===== src/rtl/gpu_pkg.sv =====
// Shared timing package for the Zucker GPU: default 640x480@60 raster constants,
// frame-size derivation, sync polarity and the raster-term bundle carried by the delay line.
package gpu_pkg;

   localparam int unsigned CNT_W = 10;

   function automatic int unsigned span_total(input int unsigned visible, input int unsigned front,
                                              input int unsigned sync, input int unsigned back);
      return visible + front + sync + back;
   endfunction

   localparam int unsigned DEF_H_VISIBLE = 640;
   localparam int unsigned DEF_H_FRONT   = 16;
   localparam int unsigned DEF_H_SYNC    = 96;
   localparam int unsigned DEF_H_BACK    = 48;
   localparam int unsigned DEF_V_VISIBLE = 480;
   localparam int unsigned DEF_V_FRONT   = 10;
   localparam int unsigned DEF_V_SYNC    = 2;
   localparam int unsigned DEF_V_BACK    = 33;

   localparam int unsigned DEF_H_TOTAL =
      span_total(DEF_H_VISIBLE, DEF_H_FRONT, DEF_H_SYNC, DEF_H_BACK);
   localparam int unsigned DEF_V_TOTAL =
      span_total(DEF_V_VISIBLE, DEF_V_FRONT, DEF_V_SYNC, DEF_V_BACK);

   // Both syncs are active-low for the 640x480@60 mode.
   localparam logic SYNC_ACTIVE = 1'b0;
   localparam logic SYNC_IDLE   = 1'b1;

   typedef struct packed {
      logic hs;
      logic vs;
      logic active;
   } raster_t;

   localparam raster_t RASTER_RESET = '{hs: SYNC_IDLE, vs: SYNC_IDLE, active: 1'b0};

endpackage


===== src/rtl/gpu_delay_line.sv =====
// Fixed-depth shift register with asynchronous active-low reset of every stage
// to a parameterised value; used to align raster terms with renderer latency.
module gpu_delay_line #(
   parameter int unsigned          WIDTH     = 1,
   parameter int unsigned          DEPTH     = 1,
   parameter logic [WIDTH-1:0]     RESET_VAL = '0
) (
   input  logic             clk,
   input  logic             resetn,
   input  logic [WIDTH-1:0] d,
   output logic [WIDTH-1:0] q
);

   logic [WIDTH-1:0] stage [DEPTH];

   // NOTE: every stage is reset, not just the output, so no stale sync or blank
   // value can leak out during the first DEPTH clocks after reset release.
   always_ff @(posedge clk or negedge resetn) begin
      if (!resetn) begin
         for (int i = 0; i < DEPTH; i++) stage[i] <= RESET_VAL;
      end else begin
         stage[0] <= d;
         for (int i = 1; i < DEPTH; i++) stage[i] <= stage[i-1];
      end
   end

   assign q = stage[DEPTH-1];

endmodule


===== src/rtl/gpu_vga_timing.sv =====
// VGA raster timing generator: x/y counters, latency-aligned sync/blank/pixel outputs.
// Optional vblank interrupt and frame counter enabled by GPU_VGA_FRAME_IRQ_EN.
module gpu_vga_timing
   import gpu_pkg::*;
#(
   parameter int unsigned H_VISIBLE = DEF_H_VISIBLE,
   parameter int unsigned H_FRONT   = DEF_H_FRONT,
   parameter int unsigned H_SYNC    = DEF_H_SYNC,
   parameter int unsigned H_BACK    = DEF_H_BACK,
   parameter int unsigned V_VISIBLE = DEF_V_VISIBLE,
   parameter int unsigned V_FRONT   = DEF_V_FRONT,
   parameter int unsigned V_SYNC    = DEF_V_SYNC,
   parameter int unsigned V_BACK    = DEF_V_BACK,
   parameter int unsigned PIXEL_LAT = 2
) (
   input  logic             clk,
   input  logic             resetn,
   output logic [CNT_W-1:0] x,
   output logic [CNT_W-1:0] y,
   input  logic             pixel_in,
   output logic             hsync,
   output logic             vsync,
   output logic             blank,
   output logic             pixel_out,
   output logic             vblank_irq,
   output logic [15:0]      frame_count
);

   localparam int unsigned H_TOTAL = span_total(H_VISIBLE, H_FRONT, H_SYNC, H_BACK);
   localparam int unsigned V_TOTAL = span_total(V_VISIBLE, V_FRONT, V_SYNC, V_BACK);

   localparam logic [CNT_W-1:0] H_LAST   = CNT_W'(H_TOTAL - 1);
   localparam logic [CNT_W-1:0] V_LAST   = CNT_W'(V_TOTAL - 1);
   localparam logic [CNT_W-1:0] H_VIS    = CNT_W'(H_VISIBLE);
   localparam logic [CNT_W-1:0] V_VIS    = CNT_W'(V_VISIBLE);
   localparam logic [CNT_W-1:0] HS_FIRST = CNT_W'(H_VISIBLE + H_FRONT);
   localparam logic [CNT_W-1:0] HS_LAST  = CNT_W'(H_VISIBLE + H_FRONT + H_SYNC - 1);
   localparam logic [CNT_W-1:0] VS_FIRST = CNT_W'(V_VISIBLE + V_FRONT);
   localparam logic [CNT_W-1:0] VS_LAST  = CNT_W'(V_VISIBLE + V_FRONT + V_SYNC - 1);

   logic [CNT_W-1:0] hcnt, vcnt;
   raster_t          raw, raw_dly;

   always_ff @(posedge clk or negedge resetn) begin
      if (!resetn) begin
         hcnt <= '0;
         vcnt <= '0;
      end else if (hcnt == H_LAST) begin
         hcnt <= '0;
         vcnt <= (vcnt == V_LAST) ? '0 : vcnt + 1'b1;
      end else begin
         hcnt <= hcnt + 1'b1;
      end
   end

   assign x = hcnt;
   assign y = vcnt;

   always_comb begin
      raw        = RASTER_RESET;
      raw.hs     = (hcnt >= HS_FIRST && hcnt <= HS_LAST) ? SYNC_ACTIVE : SYNC_IDLE;
      raw.vs     = (vcnt >= VS_FIRST && vcnt <= VS_LAST) ? SYNC_ACTIVE : SYNC_IDLE;
      raw.active = (hcnt < H_VIS) && (vcnt < V_VIS);
   end

   // The first PIXEL_LAT stages live in the delay line; the output registers
   // below form the final stage, where the renderer's pixel is also gated.
   gpu_delay_line #(
      .WIDTH     ($bits(raster_t)),
      .DEPTH     (PIXEL_LAT),
      .RESET_VAL (RASTER_RESET)
   ) u_raster_dly (
      .clk    (clk),
      .resetn (resetn),
      .d      (raw),
      .q      (raw_dly)
   );

   always_ff @(posedge clk or negedge resetn) begin
      if (!resetn) begin
         hsync     <= SYNC_IDLE;
         vsync     <= SYNC_IDLE;
         blank     <= 1'b1;
         pixel_out <= 1'b0;
      end else begin
         hsync     <= raw_dly.hs;
         vsync     <= raw_dly.vs;
         blank     <= !raw_dly.active;
         pixel_out <= pixel_in && raw_dly.active;
      end
   end

`ifdef GPU_VGA_FRAME_IRQ_EN
   logic vblank_entry;
   assign vblank_entry = (hcnt == '0) && (vcnt == V_VIS);

   always_ff @(posedge clk or negedge resetn) begin
      if (!resetn) begin
         vblank_irq  <= 1'b0;
         frame_count <= '0;
      end else begin
         vblank_irq <= vblank_entry;
         if (vblank_entry) frame_count <= frame_count + 16'd1;
      end
   end
`else
   assign vblank_irq  = 1'b0;
   assign frame_count = '0;
`endif

endmodule


===== config.mk =====
export PLATFORM = sky130hd
export DESIGN_NAME = gpu_vga_timing
export DESIGN_NICKNAME = d
export VERILOG_FILES = /design/src/rtl/gpu_pkg.sv /design/src/rtl/gpu_delay_line.sv /design/src/rtl/gpu_vga_timing.sv
export SDC_FILE = /design/constraint.sdc
export NUM_CORES = 1
export LEC_CHECK = 0
export CORE_ASPECT_RATIO = 0.7
export CORE_MARGIN = 2
export CORE_UTILIZATION = 45
export CTS_BUF_LIST = sky130_fd_sc_hd__clkbuf_4
export DETAILED_ROUTE_END_ITERATION = 16
export PLACE_DENSITY = 0.77
export SLEW_MARGIN = 5
export SYNTH_ARGS = -nofsm -noshare
export SYNTH_HDL_FRONTEND = slang
export SYNTH_SLANG_ARGS = --single-unit

===== constraint.sdc =====
create_clock -name clk -period 3.3 [get_ports clk]
set_input_delay 0.66 -clock clk [delete_from_list [all_inputs] [get_ports clk]]
set_output_delay 0.66 -clock clk [all_outputs]
set_load 0.005 [all_outputs]

==> results.toml, run 1 <==
[status]
outcome = "finished, final reports clean"

[grt]
grt_max_degree = 31
grt.total_usage = 0.164
grt_pass1_wl_mm = 4.45
grt-ovfl-total = 0
grt_pass1_vias = 918
antenna_found_initial = 0

[critical_path]
cp-start-kind = "flop"
reg2reg_slack_ns = 1.49
path_buf_inv = 1
cpPeakStageDelay_ns = 0.57
r2r_start = "x[0]"
critical_path_class = "reg2out"
cp_top_family = "buffers and inverters"
crit_required_ns = 2.64
r2r_end = "y[4]"
worstPathCellList = "clkdlybuf4s50_1"
cp_slowest_cell = "clkdlybuf4s50_1"
critPathArrivalTime_ns = 1.40
worstRegToRegCells = 5
end_kind = "output pin"
crit_fanout = 9

[cts]
cts.sinks = 30
postCtsSetupRepairBufs = 0
path_clk_slew_ns = 0.10
clockRootBuffer = "clkbuf_4"
htreeDepth = 2
ctsResizeCount = 0
cts_buffers = 5
cts_tree = "done"
clk_latency_ns = 0.33
clk_path_buf_depth = 2
hold_buffers = 0

[cells_and_area]
final_util = 0.578
regArea_um2 = 759
final_cells = 202
multi_input_area_um2 = 619
fill_cells = 269
syn_to_final_growth_pct = 22.8
diodes = 0
nets = 171
layout-drive-gt1-share = 0.146

[synthesis]
syn_area_mm2 = 0.00148
syn_avg_cell_area_um2 = 11.3
async_flop_share = 1.00
synthFlopType = "dfrtp_1"
synth_warnings = 0
netlist_top_cells_area = "dfrtp_1 39%, dfstp_2 12%, buf_4 8.6%"
synth_edf_count = 0
synth-seq-cells = 30
synth.yosys.seq_area_share = 0.513
synth_top_area_share = 0.389
yosys.area.top_type = "dfrtp_1"
synthCells = 131
ys_types = 37
synth_common_cells = "23 x dfrtp_1, 17 x buf_4, 8 x nor2_1"
yosysMostFrequentCell = "dfrtp_1"

[placement]
dp_cells = 194
pre_cts_ws_ns = 1.52
io_buffers = 26
gp_congestion = 0.874
hpwl_mm = 1.89

[die]
core_area_mm2 = 0.00315
die_w_um = 72.6
die_y_um = 52.0
floorplan.initialDensity = 0.470
rows = 17
pin_count = 44
die_area_mm2 = 0.00377

[timing]
setup_viol = 0
post-route-min-period_ns = 2.06
skew_ns = 0.00610
tns_ns = 0
hold_viol_final = 0
fmax_ghz = 0.485
setup_ws_ns = 1.24
finalMaxSlewViolations = 0
rsz0062_at_grt = "no"
fin_crit_sh = 0.625

[routing]
drtAntennaViolNets = 0
drc_errors = 0
wl_mm = 2.75
avgViaCountPerCell = 5.03
routedWlPerCell_um = 13.6
drtIter0Drc = 53
first_pass_iters = 4
vias = 1017

[hold_path]
min_path_cells = 0
holdCritStartpoint = "u_raster_dly.q[1]"
hold_end = "vsync"
min_path_type = "reg2reg"

[power]
power_per_cell_area_mw_per_mm2 = 410
power_uw = 746
p_leak_nw = 0.819
peakVddDrop_uv = 202

[run]
maxCapViolations = 0
-- state kept, by name, summed over array words and instances, names as in the netlist --
name / count
u_raster_dly.q: 3
hsync: 1
x: 10
blank: 1
vsync: 1
u_raster_dly.stage: 3
pixel_out: 1
y: 10
-- stage by stage --
step                      cell area, um2  hold WS [ns]
final                               1820         0.360
after global routing                1820         0.366
after detailed placement            1720         0.347
after floorplan                     1540         0.331
after global placement              1720         0.331
after CTS                           1820         0.361
-- cell usage in the layout, fill, tap and decap left out, types with 2 or more instances in the layout --
master            n
a21oi_1           2
and2_1            3
and3_1            3
bufinv_16         2
clkbuf_4          5
clkdlybuf4s50_1  26
conb_1           17
dfrtp_1          23
dfstp_2           7
ha_1              5
inv_1             6
nand2_1           7
nand3_1           7
nand4_1           6
nor2_1            8
nor3_1            2
o21ai_0           4
xnor2_1           7
xor2_1            3
-- cell type report --
cell class | instances | area share
Timing Repair Buffer | 27 | 0.147
Clock inverter | 3 | 0.0351
Tap cell | 38 | 0.0262
Clock buffer | 5 | 0.0206
Inverter | 6 | 0.0124
Sequential cell | 30 | 0.418
Multi-Input combinational cell | 93 | 0.341
-- kinds of logic (layout without fill, tap and decap cells) --
family | Yosys count | after routing | share of synthesized area
and+or+nand+nor | 46 | 46 | 0.198
DFF | 30 | 30 | 0.513
muxes | 2 | 2 | 0.0177
adders and majority gates | 5 | 5 | 0.0423
AOI/OAI and AO/OA | 13 | 13 | 0.0583
buffers and inverters | 24 | 41 | 0.109
xor gates and xnor gates | 10 | 10 | 0.0592
other | 1 | 17 | 0.00253
-- worst register-to-register path: stages, from the launching register on --
cell and delay, ns:
dfrtp_1 0.44, ha_1 0.24, and3_2 0.24, and4_4 0.35
nand4_2 0.13, mux2_4 0.31
-- power by group --
part | switching, mW | internal [mW] | leakage (nW)
clock | 0.128 | 0.233 | 0.0528
sequential | 0.000131 | 0.368 | 0.368
combinational | 0.0122 | 0.00416 | 0.398
total | 0.140 | 0.606 | 0.819
-- metal layers --
metal | up-vias | routed length, um | share of wire | GRT usage
li1 | 485 | - | - | -
met1 | 485 | 1290 | 0.47 | 0.220
met2 | 42 | 1230 | 0.45 | 0.236
met3 | 5 | 179 | 0.065 | 0.0640
met4 | 0 | 52 | 0.019 | 0.0648
met5 | - | 0 | 0 | 0
-- worst max-delay path by stage --
stage | slack (ns) | depth (start not counted) | start | endpoint
after CTS | 1.23 | 1 | x[7] | x[7]
after floorplan | 1.71 | 6 | y[0] | y[3]
after global placement | 1.55 | 5 | x[0] | y[4]
after detailed placement | 1.52 | 5 | x[0] | y[4]
after global routing | 1.15 | 1 | x[8] | x[8]
final | 1.24 | 1 | x[8] | x[8]
(Power assumes the default switching activity.)
==> inputs of run 2 (changes only) <==
Clock period 3.3 ns to 2.08 ns, I/O delays scaled along.
==> results.toml, run 2 (synthesis results as in run 1) <==
[cts]
cts_buffers = 5
cts.sinks = 30
clockRootBuffer = "clkbuf_4"
htreeDepth = 2
hold_buffers = 0
postCtsSetupRepairBufs = 0
clk_latency_ns = 0.33
cts_tree = "done"
path_clk_slew_ns = 0.10
clk_path_buf_depth = 2
ctsResizeCount = 0

[timing]
rsz0062_at_grt = "no"
fmax_ghz = 0.548
post-route-min-period_ns = 1.82
hold_viol_final = 0
finalMaxSlewViolations = 0
tns_ns = 0
skew_ns = 0.00827
setup_viol = 0
fin_crit_sh = 0.877

[placement]
io_buffers = 26
gp_congestion = 0.869
dp_cells = 194
hpwl_mm = 1.90

[power]
peakVddDrop_uv = 232
power_per_cell_area_mw_per_mm2 = 535
p_leak_nw = 0.799

[critical_path]
worstSetupEndpoint = "y[4]"
r2r_end = "y[4]"
cp-start-kind = "flop"
critical_path_class = "reg2reg"
worstRegToRegCells = 5
critPathArrivalTime_ns = 2.04
end_kind = "flop"
reg2reg_slack_ns = 0.26
crit_path_start = "x[0]"
crit_fanout = 13
crit_required_ns = 2.30
r2r_start = "x[0]"

[routing]
drc_errors = 0
drtAntennaViolNets = 0
routedWlPerCell_um = 13.3
vias = 1039
first_pass_iters = 5
drtIter0Drc = 53
wl_mm = 2.69
avgViaCountPerCell = 5.14

[die]
die_y_um = 52.0
die_area_mm2 = 0.00377
floorplan.initialDensity = 0.470
rows = 17
die_w_um = 72.6
pin_count = 44
core_area_mm2 = 0.00315

[grt]
grt_pass1_vias = 877
grt_pass1_wl_mm = 4.26
antenna_found_initial = 0
busiest_layer = "met2"
grt.total_usage = 0.156
grt_max_degree = 31
gr-usage-met1 = 0.209
globalRouteMet2Util = 0.220
grt-ovfl-total = 0
use_met3 = 0.0484

[cells_and_area]
final_cells = 202
diodes = 0
fill_cells = 266
final_cell_mix = "26 x clkdlybuf4s50_1, 23 x dfrtp_1, 17 x conb_1"
layout-drive-gt1-share = 0.146
multi_input_area_um2 = 619
regArea_um2 = 759
syn_to_final_growth_pct = 19.6
nets = 171
final_common_cell = "clkdlybuf4s50_1"

[hold_path]
min_path_type = "reg2reg"

[run]
maxCapViolations = 0

[status]
outcome = "finished, final reports clean"
-- run 2: changes by cell type in the layout (fill, tap and decap cells not counted), sizes merged --
cell,change
bufinv,-2
clkbuf,+1
clkinv,+1
-- run 2: power breakdown --
group / switching [mW] / internal [mW]
Sequential: 0.000223 / 0.584
Clock: 0.197 / 0.140
Combinational: 0.0187 / 0.00658
-- run 2: area by class of cell --
cell class / count / area share
tap: 38 / 0.0269
clock buffer: 6 / 0.0254
timing repair buffer: 27 / 0.151
sequential: 30 / 0.429
multi-input combinational: 93 / 0.350
inverter: 6 / 0.0127
clock inverter: 2 / 0.00495
-- run 2: layer usage --
layer | vias up | share of wire
met5 | - | 0
met4 | 0 | 0.024
met3 | 8 | 0.064
met2 | 39 | 0.44
met1 | 507 | 0.47
li1 | 485 | -
-- run 2: how the worst min path moves through the flow --
stage | depth (start not counted) | slack (ns) | startpoint | end
floorplan | 0 | 0.12 | resetn | pixel_out
global placement | 0 | 0.33 | u_raster_dly.stage[3] | u_raster_dly.q[0]
detailed placement | 0 | 0.35 | u_raster_dly.stage[5] | u_raster_dly.q[2]
CTS | 0 | 0.36 | u_raster_dly.stage[4] | u_raster_dly.q[1]
global route | 0 | 0.36 | u_raster_dly.q[1] | vsync
finish | 0 | 0.36 | u_raster_dly.q[1] | vsync
-- run 2: through the flow --
step	hold WS, ns	total power, mW	utilization	instance area, um2	setup slack (ns)
after CTS	0.360	0.966	0.562	1770	0.246
after global routing	0.362	0.996	0.562	1770	0.173
after detailed placement	0.347	0.622	0.545	1720	0.292
after global placement	0.332	0.621	0.545	1720	0.333
final	0.359	0.947	0.562	1770	0.256
after floorplan	0.120	0.626	-	1540	0.487
-- run 2: critical path: stages (launching register included) --
cell	delay (ns)
dfrtp_1	0.45
ha_1	0.23
and3_2	0.24
and4_4	0.34
nand4_2	0.13
mux2_4	0.31
==> inputs of run 3 (changes only) <==
Settings changed: SKIP_CTS_REPAIR_TIMING set to 1.
==> results of run 3 <==
The final DEF is identical to that of run 2; final timing and power are the same.
